### src/rtl/video_timing_pkg.sv
// Shared raster timing defaults, counter widths and the frame-lock state type
// for the line-doubled VGA output path.
package video_timing_pkg;
  localparam int CNT_W  = 11;
  localparam int PIX_W  = 9;
  localparam int ADDR_W = PIX_W + 1;

  localparam int DEF_H_ACTIVE = 512;
  localparam int DEF_H_TOTAL  = 682;
  localparam int DEF_HS_START = 570;
  localparam int DEF_HS_WIDTH = 80;
  localparam int DEF_V_ACTIVE = 480;
  localparam int DEF_V_TOTAL  = 524;
  localparam int DEF_VS_START = 490;
  localparam int DEF_VS_WIDTH = 2;
  localparam int DEF_LOCK_TOL = 4;
  localparam int DEF_MISS_MAX = 3;

  typedef enum logic [1:0] {
    UNLOCKED = 2'd0,
    ALIGN    = 2'd1,
    LOCKED   = 2'd2
  } state_e;
endpackage

### src/rtl/video_hv_counter.sv
// Raster h/v counters with a force-to-zero input (frame alignment) and a
// realign input that sends vcount to 0 at the next line wrap.
module video_hv_counter
  import video_timing_pkg::*;
#(
  parameter int H_TOTAL = DEF_H_TOTAL,
  parameter int V_TOTAL = DEF_V_TOTAL
) (
  input  logic             clk_i,
  input  logic             reset_i,
  input  logic             force_zero_i,
  input  logic             realign_i,
  output logic [CNT_W-1:0] hcount_o,
  output logic [CNT_W-1:0] vcount_o,
  output logic [CNT_W-1:0] h_next_o,
  output logic [CNT_W-1:0] v_next_o,
  output logic [CNT_W-1:0] v_wrap_o,
  output logic             hend_o
);
  localparam logic [CNT_W-1:0] H_LAST = CNT_W'(H_TOTAL - 1);
  localparam logic [CNT_W-1:0] V_LAST = CNT_W'(V_TOTAL - 1);

  logic [CNT_W-1:0] hcount_q, hcount_d;
  logic [CNT_W-1:0] vcount_q, vcount_d;
  logic [CNT_W-1:0] v_wrap;
  logic             hend, vend;

  assign hend = (hcount_q == H_LAST);
  assign vend = (vcount_q == V_LAST);
  // Line number the raster moves to when the current line ends.
  assign v_wrap = (realign_i || vend) ? '0 : vcount_q + CNT_W'(1);

  always_comb begin
    hcount_d = hend ? '0 : hcount_q + CNT_W'(1);
    vcount_d = hend ? v_wrap : vcount_q;
    if (force_zero_i) begin
      hcount_d = '0;
      vcount_d = '0;
    end
  end

  always_ff @(posedge clk_i) begin
    if (reset_i) begin
      hcount_q <= '0;
      vcount_q <= '0;
    end else begin
      hcount_q <= hcount_d;
      vcount_q <= vcount_d;
    end
  end

  assign hcount_o = hcount_q;
  assign vcount_o = vcount_q;
  assign h_next_o = hcount_d;
  assign v_next_o = vcount_d;
  assign v_wrap_o = v_wrap;
  assign hend_o   = hend;
endmodule

### src/rtl/video_scan_scheduler.sv
// VGA raster sequencer for the scan doubler, frame-locked to the PPU.
// Optional scanline dimming output is enabled with `define VIDEO_SCANLINE_EN.
module video_scan_scheduler
  import video_timing_pkg::*;
#(
  parameter int H_ACTIVE = DEF_H_ACTIVE,
  parameter int H_TOTAL  = DEF_H_TOTAL,
  parameter int HS_START = DEF_HS_START,
  parameter int HS_WIDTH = DEF_HS_WIDTH,
  parameter int V_ACTIVE = DEF_V_ACTIVE,
  parameter int V_TOTAL  = DEF_V_TOTAL,
  parameter int VS_START = DEF_VS_START,
  parameter int VS_WIDTH = DEF_VS_WIDTH,
  parameter int LOCK_TOL = DEF_LOCK_TOL,
  parameter int MISS_MAX = DEF_MISS_MAX
) (
  input  logic              clk,
  input  logic              reset,
  input  logic              src_frame_start,
`ifdef VIDEO_SCANLINE_EN
  input  logic              scanlines_on,
  output logic              dim,
`endif
  output logic [CNT_W-1:0]  hcount,
  output logic [CNT_W-1:0]  vcount,
  output logic              hs,
  output logic              vs,
  output logic              blank,
  output logic              rd_en,
  output logic [ADDR_W-1:0] rd_addr,
  output logic              line_req,
  output logic              locked
);
  localparam logic [CNT_W-1:0] HA_C   = CNT_W'(H_ACTIVE);
  localparam logic [CNT_W-1:0] HS0_C  = CNT_W'(HS_START);
  localparam logic [CNT_W-1:0] HS1_C  = CNT_W'(HS_START + HS_WIDTH);
  localparam logic [CNT_W-1:0] VA_C   = CNT_W'(V_ACTIVE);
  localparam logic [CNT_W-1:0] VS0_C  = CNT_W'(VS_START);
  localparam logic [CNT_W-1:0] VS1_C  = CNT_W'(VS_START + VS_WIDTH);
  localparam logic [CNT_W-1:0] TOL_LO = CNT_W'(LOCK_TOL);
  localparam logic [CNT_W-1:0] TOL_HI = CNT_W'(V_TOTAL - LOCK_TOL);
  localparam int               MISS_W = $clog2(MISS_MAX + 1);
  localparam logic [MISS_W-1:0] MISS_LIM = MISS_W'(MISS_MAX);
  localparam int               WD_W   = $clog2(2 * V_TOTAL + 1);
  localparam logic [WD_W-1:0]  WD_LIM = WD_W'(2 * V_TOTAL);

  state_e            state_q, state_d;
  logic [MISS_W-1:0] miss_q, miss_d;
  logic [WD_W-1:0]   wd_q, wd_d;
  logic              realign_q, realign_d;
  logic              hs_q, vs_q, blank_q, rd_en_q;
  logic              hs_d, vs_d, blank_d;
  logic [CNT_W-1:0]  h_next, v_next, v_wrap;
  logic              hend, in_window;
  logic [PIX_W-1:0]  pix_idx;

  video_hv_counter #(.H_TOTAL(H_TOTAL), .V_TOTAL(V_TOTAL)) u_hv (
    .clk_i        (clk),
    .reset_i      (reset),
    .force_zero_i (state_q == ALIGN),
    .realign_i    (realign_q && (state_q == LOCKED)),
    .hcount_o     (hcount),
    .vcount_o     (vcount),
    .h_next_o     (h_next),
    .v_next_o     (v_next),
    .v_wrap_o     (v_wrap),
    .hend_o       (hend)
  );

  // Window check uses the current (pre-increment) line.
  assign in_window = (vcount < TOL_LO) || (vcount >= TOL_HI);

  always_comb begin
    state_d   = state_q;
    miss_d    = miss_q;
    wd_d      = wd_q;
    realign_d = hend ? 1'b0 : realign_q;
    unique case (state_q)
      UNLOCKED: begin
        miss_d    = '0;
        wd_d      = '0;
        realign_d = 1'b0;
        if (src_frame_start) state_d = ALIGN;
      end
      ALIGN: begin
        miss_d    = '0;
        wd_d      = '0;
        realign_d = 1'b0;
        state_d   = LOCKED;
      end
      LOCKED: begin
        if (hend) wd_d = wd_q + WD_W'(1);
        if (src_frame_start) begin
          wd_d = '0;
          if (in_window) begin
            miss_d = '0;
            if (vcount != '0) realign_d = 1'b1;
          end else begin
            miss_d = miss_q + MISS_W'(1);
            if (miss_d == MISS_LIM) state_d = UNLOCKED;
          end
        end
        if (wd_d == WD_LIM) state_d = UNLOCKED;
      end
      default: state_d = UNLOCKED;
    endcase
  end

  // Registered syncs decode the next counter values so they line up with hcount/vcount.
  assign hs_d    = !((h_next >= HS0_C) && (h_next < HS1_C));
  assign vs_d    = !((v_next >= VS0_C) && (v_next < VS1_C));
  assign blank_d = !((h_next < HA_C) && (v_next < VA_C));

  always_ff @(posedge clk) begin
    if (reset) begin
      state_q   <= UNLOCKED;
      miss_q    <= '0;
      wd_q      <= '0;
      realign_q <= 1'b0;
      hs_q      <= 1'b1;
      vs_q      <= 1'b1;
      blank_q   <= 1'b1;
      rd_en_q   <= 1'b0;
    end else begin
      state_q   <= state_d;
      miss_q    <= miss_d;
      wd_q      <= wd_d;
      realign_q <= realign_d;
      hs_q      <= hs_d;
      vs_q      <= vs_d;
      blank_q   <= blank_d;
      rd_en_q   <= !blank_d;
    end
  end

`ifdef VIDEO_SCANLINE_EN
  logic dim_q;
  always_ff @(posedge clk) begin
    if (reset) dim_q <= 1'b0;
    else       dim_q <= scanlines_on && !blank_d && v_next[0];
  end
  assign dim = dim_q;
`endif

  // Fetch one pixel ahead; index folds to 0 once past the 512-pixel buffer.
  assign pix_idx  = hcount[PIX_W] ? '0 : hcount[PIX_W-1:0] + PIX_W'(1);
  assign rd_addr  = {vcount[0], pix_idx};
  assign line_req = hend && (v_wrap < VA_C) && !v_wrap[0];
  assign hs       = hs_q;
  assign vs       = vs_q;
  assign blank    = blank_q;
  assign rd_en    = rd_en_q;
  assign locked   = (state_q == LOCKED);
endmodule

### config.mk
export PLATFORM = sky130hd
export DESIGN_NAME = video_scan_scheduler
export DESIGN_NICKNAME = d
export VERILOG_FILES = /design/src/rtl/video_timing_pkg.sv /design/src/rtl/video_hv_counter.sv /design/src/rtl/video_scan_scheduler.sv
export SDC_FILE = /design/constraint.sdc
export NUM_CORES = 1
export LEC_CHECK = 0
export CAP_MARGIN = 20
export CORE_UTILIZATION = 50
export CTS_CLUSTER_DIAMETER = 200
export DETAILED_ROUTE_END_ITERATION = 10
export GPL_TIMING_DRIVEN = 0
export PLACE_DENSITY = 0.72
export SLEW_MARGIN = 20
export SYNTH_ARGS = -nofsm -noshare
export SYNTH_HDL_FRONTEND = slang
export SYNTH_HIERARCHICAL = 1
export SYNTH_SLANG_ARGS = --single-unit
### constraint.sdc
create_clock -name clk -period 3.4 [get_ports clk]
set_input_delay 0.34 -clock clk [delete_from_list [all_inputs] [get_ports clk]]
set_output_delay 0.34 -clock clk [all_outputs]
set_load 0.1 [all_outputs]
==> flow_summary.yaml <==
setup_path:
  cp_max_fo: 8
  rrSetupSlack_ns: 0.71
  worstSetupEndpointType: "output port"
  worstSetupStartpointType: "flip-flop"
  critPathKind: "reg -> out"
  cp.arrival_ns: 2.88
  crit_required_ns: 3.06
clocking:
  cts_max_path_buffers: 2
  hold_buffers: 0
  root_buffer: "clkbuf_8"
  cts-htree-levels: 2
  cts_tree: "yes"
  cts.reportedPaths.clkPinSlew_ns: 0.08
  cts_sinks: 42
  cts_made_buffers: 5
  clk_latency_ns: 0.29
finish:
  layoutNonFillerInstCount: 478
  utilization: 0.647
  areaGrowthSynthToFinish_pct: 22.3
  fin_nets: 416
  fillers: 511
  antenna_cells: 0
  drive_gt1_frac: 0.115
  final_area_sq_mm: 0.00339
placement:
  dp.cells: 468
  dpl_cell_area_sq_mm: 0.00328
  io_buffers: 39
  gp_congestion: 0.946
  dp_hpwl_microns: 5370
floorplan:
  num_io_pins: 41
  die_w_microns: 76.5
  die-area_sq_mm: 0.00584
  rows: 26
  coreArea_sq_mm: 0.00524
  die_h_microns: 76.5
  start_util: 0.529
synth:
  yosys_warnings: 6
  synth_area_sq_mm: 0.00277
  syn_inst: 359
  syn-num-nets: 368
  avgSynthCellArea_sq_um: 7.72
global_route:
  use_met2: 0.394
  met3_usage: 0.0599
  grt_busiest_layer: "met2"
  grt_usage: 0.257
  grt_max_degree: 13
  grt_pass1_wl_microns: 12200
  gr-usage-met1: 0.363
  globalRouteOverflowTotal: 0
  grt_pass1_vias: 2515
  antenna_found_initial: 0
detailed_routing:
  wl_per_cell_microns: 15.5
  antenna_left: 0
  drc: 0
  dr.pass1.iters: 5
  viasPerCell: 6.01
  drtIter0Drc: 226
  via_count: 2874
  drt_wl_total_microns: 7390
sta:
  fmax_mhz: 310
  relSlewSlack: 0.341
  clock-skew-final_ns: 0.00793
  setup_viol: 0
  period_needed_ns: 3.22
  rsz0062_at_grt: "false"
  finalCritPeriodShare: 0.948
  tightest_slew_ns: 0.986
  hold_viol_final: 0
  final-max-slew-violation-count: 0
status:
  outcome: "finished clean"
power:
  p_leak_nw: 1.20
  finalPower_w: 0.00102
  p_per_area_mw_per_mm2: 301
  vdd_drop_max_mv: 0.259
hold_path:
  hold_path.class: "reg -> reg"
run:
  max_cap_violations: 0
## layer usage
layer | share of wire | up-vias | wire (microns)
li1 | - | 1403 | -
met1 | 0.47 | 1339 | 3460
met2 | 0.45 | 121 | 3300
met3 | 0.073 | 11 | 542
met4 | 0.011 | 0 | 82
met5 | 0 | - | 0
## layout by cell type, fill, tap and decap left out, drive strengths merged, types with 4 or more instances in the layout
cell type / n
xor2: 13
and3: 6
nor3: 5
o211ai: 7
a311oi: 7
inv: 7
clkbuf: 15
and4: 4
nor2: 53
ha: 6
xnor2: 7
nand2: 27
nand4: 12
a31oi: 19
nor2b: 9
clkdlybuf4s50: 37
or3: 8
nor4: 6
buf: 20
or4: 4
or2: 4
dfxtp: 42
o21ai: 14
a21oi: 22
nand3: 25
## cell type report
class,instances,area (sq um),share of cell area
clock inverter,1,5.00,0.00148
inverter,7,26.3,0.00775
tap,70,87.6,0.0258
timing repair buffer,41,405,0.120
sequential,42,842,0.248
clock buffer,7,86.3,0.0255
multi-input combinational,285,1790,0.527
buffer,25,151,0.0447
## path summary, 6_finish.rpt
| kind | start | to | cells after the start |
|---|---|---|---|
| max | u_hv/vcount_o[7]$_SDFF_PP0_ | line_req | 9 |
| min | miss_q[1]$_SDFFE_PP0P_ | miss_q[1]$_SDFFE_PP0P_ | 2 |
| max reg2reg | u_hv/hcount_o[0]$_SDFF_PP0_ | hs$_SDFF_PP1_ | 10 |
| min reg2reg | miss_q[1]$_SDFFE_PP0P_ | miss_q[1]$_SDFFE_PP0P_ | 2 |
## per-stage QoR
step                setup WS, ns  TNS [ns]  hold slack [ns]
finish                     0.176         0            0.464
global route              0.0484         0            0.487
CTS                       0.0170         0            0.468
detailed placement        -0.500    -0.500            0.456
global placement          -0.456    -0.456            0.448
floorplan                 -0.227    -0.227            0.409
## timing repair
| item | in CTS | in global routing |
|---|---|---|
| pin swaps | 0 | 1 |
| buffers inserted | 0 | 2 |
| gates resized for setup | 6 | 2 |
| endpoints found under the setup margin | 1 | 2 |
## registers in the layout, indices dropped and copies added (netlist names)
register and count:
state_q 2, miss_q 2, u_hv/hcount_o 11, realign_q 1, wd_q 11, vs 1, u_hv/vcount_o 11, rd_en 1
blank 1, hs 1
## critical path, cell delays in order, from the launching register on
cell and delay [ns]:
dfxtp_1 0.33, buf_2 0.18, nor4b_1 0.39, nand4_2 0.20, nand2b_1 0.12, buf_4 0.14, o21ba_2 0.16, or4b_1 0.56
a41oi_4 0.19, buf_4 0.32
## power breakdown
group | internal (W) | switching [W] | leakage, nW
combinational | 0.0000409 | 0.000125 | 0.814
sequential | 0.000498 | 0.0000134 | 0.340
clock | 0.000164 | 0.000178 | 0.0482
total | 0.000703 | 0.000316 | 1.20
Power figures use the tool's default switching activity.
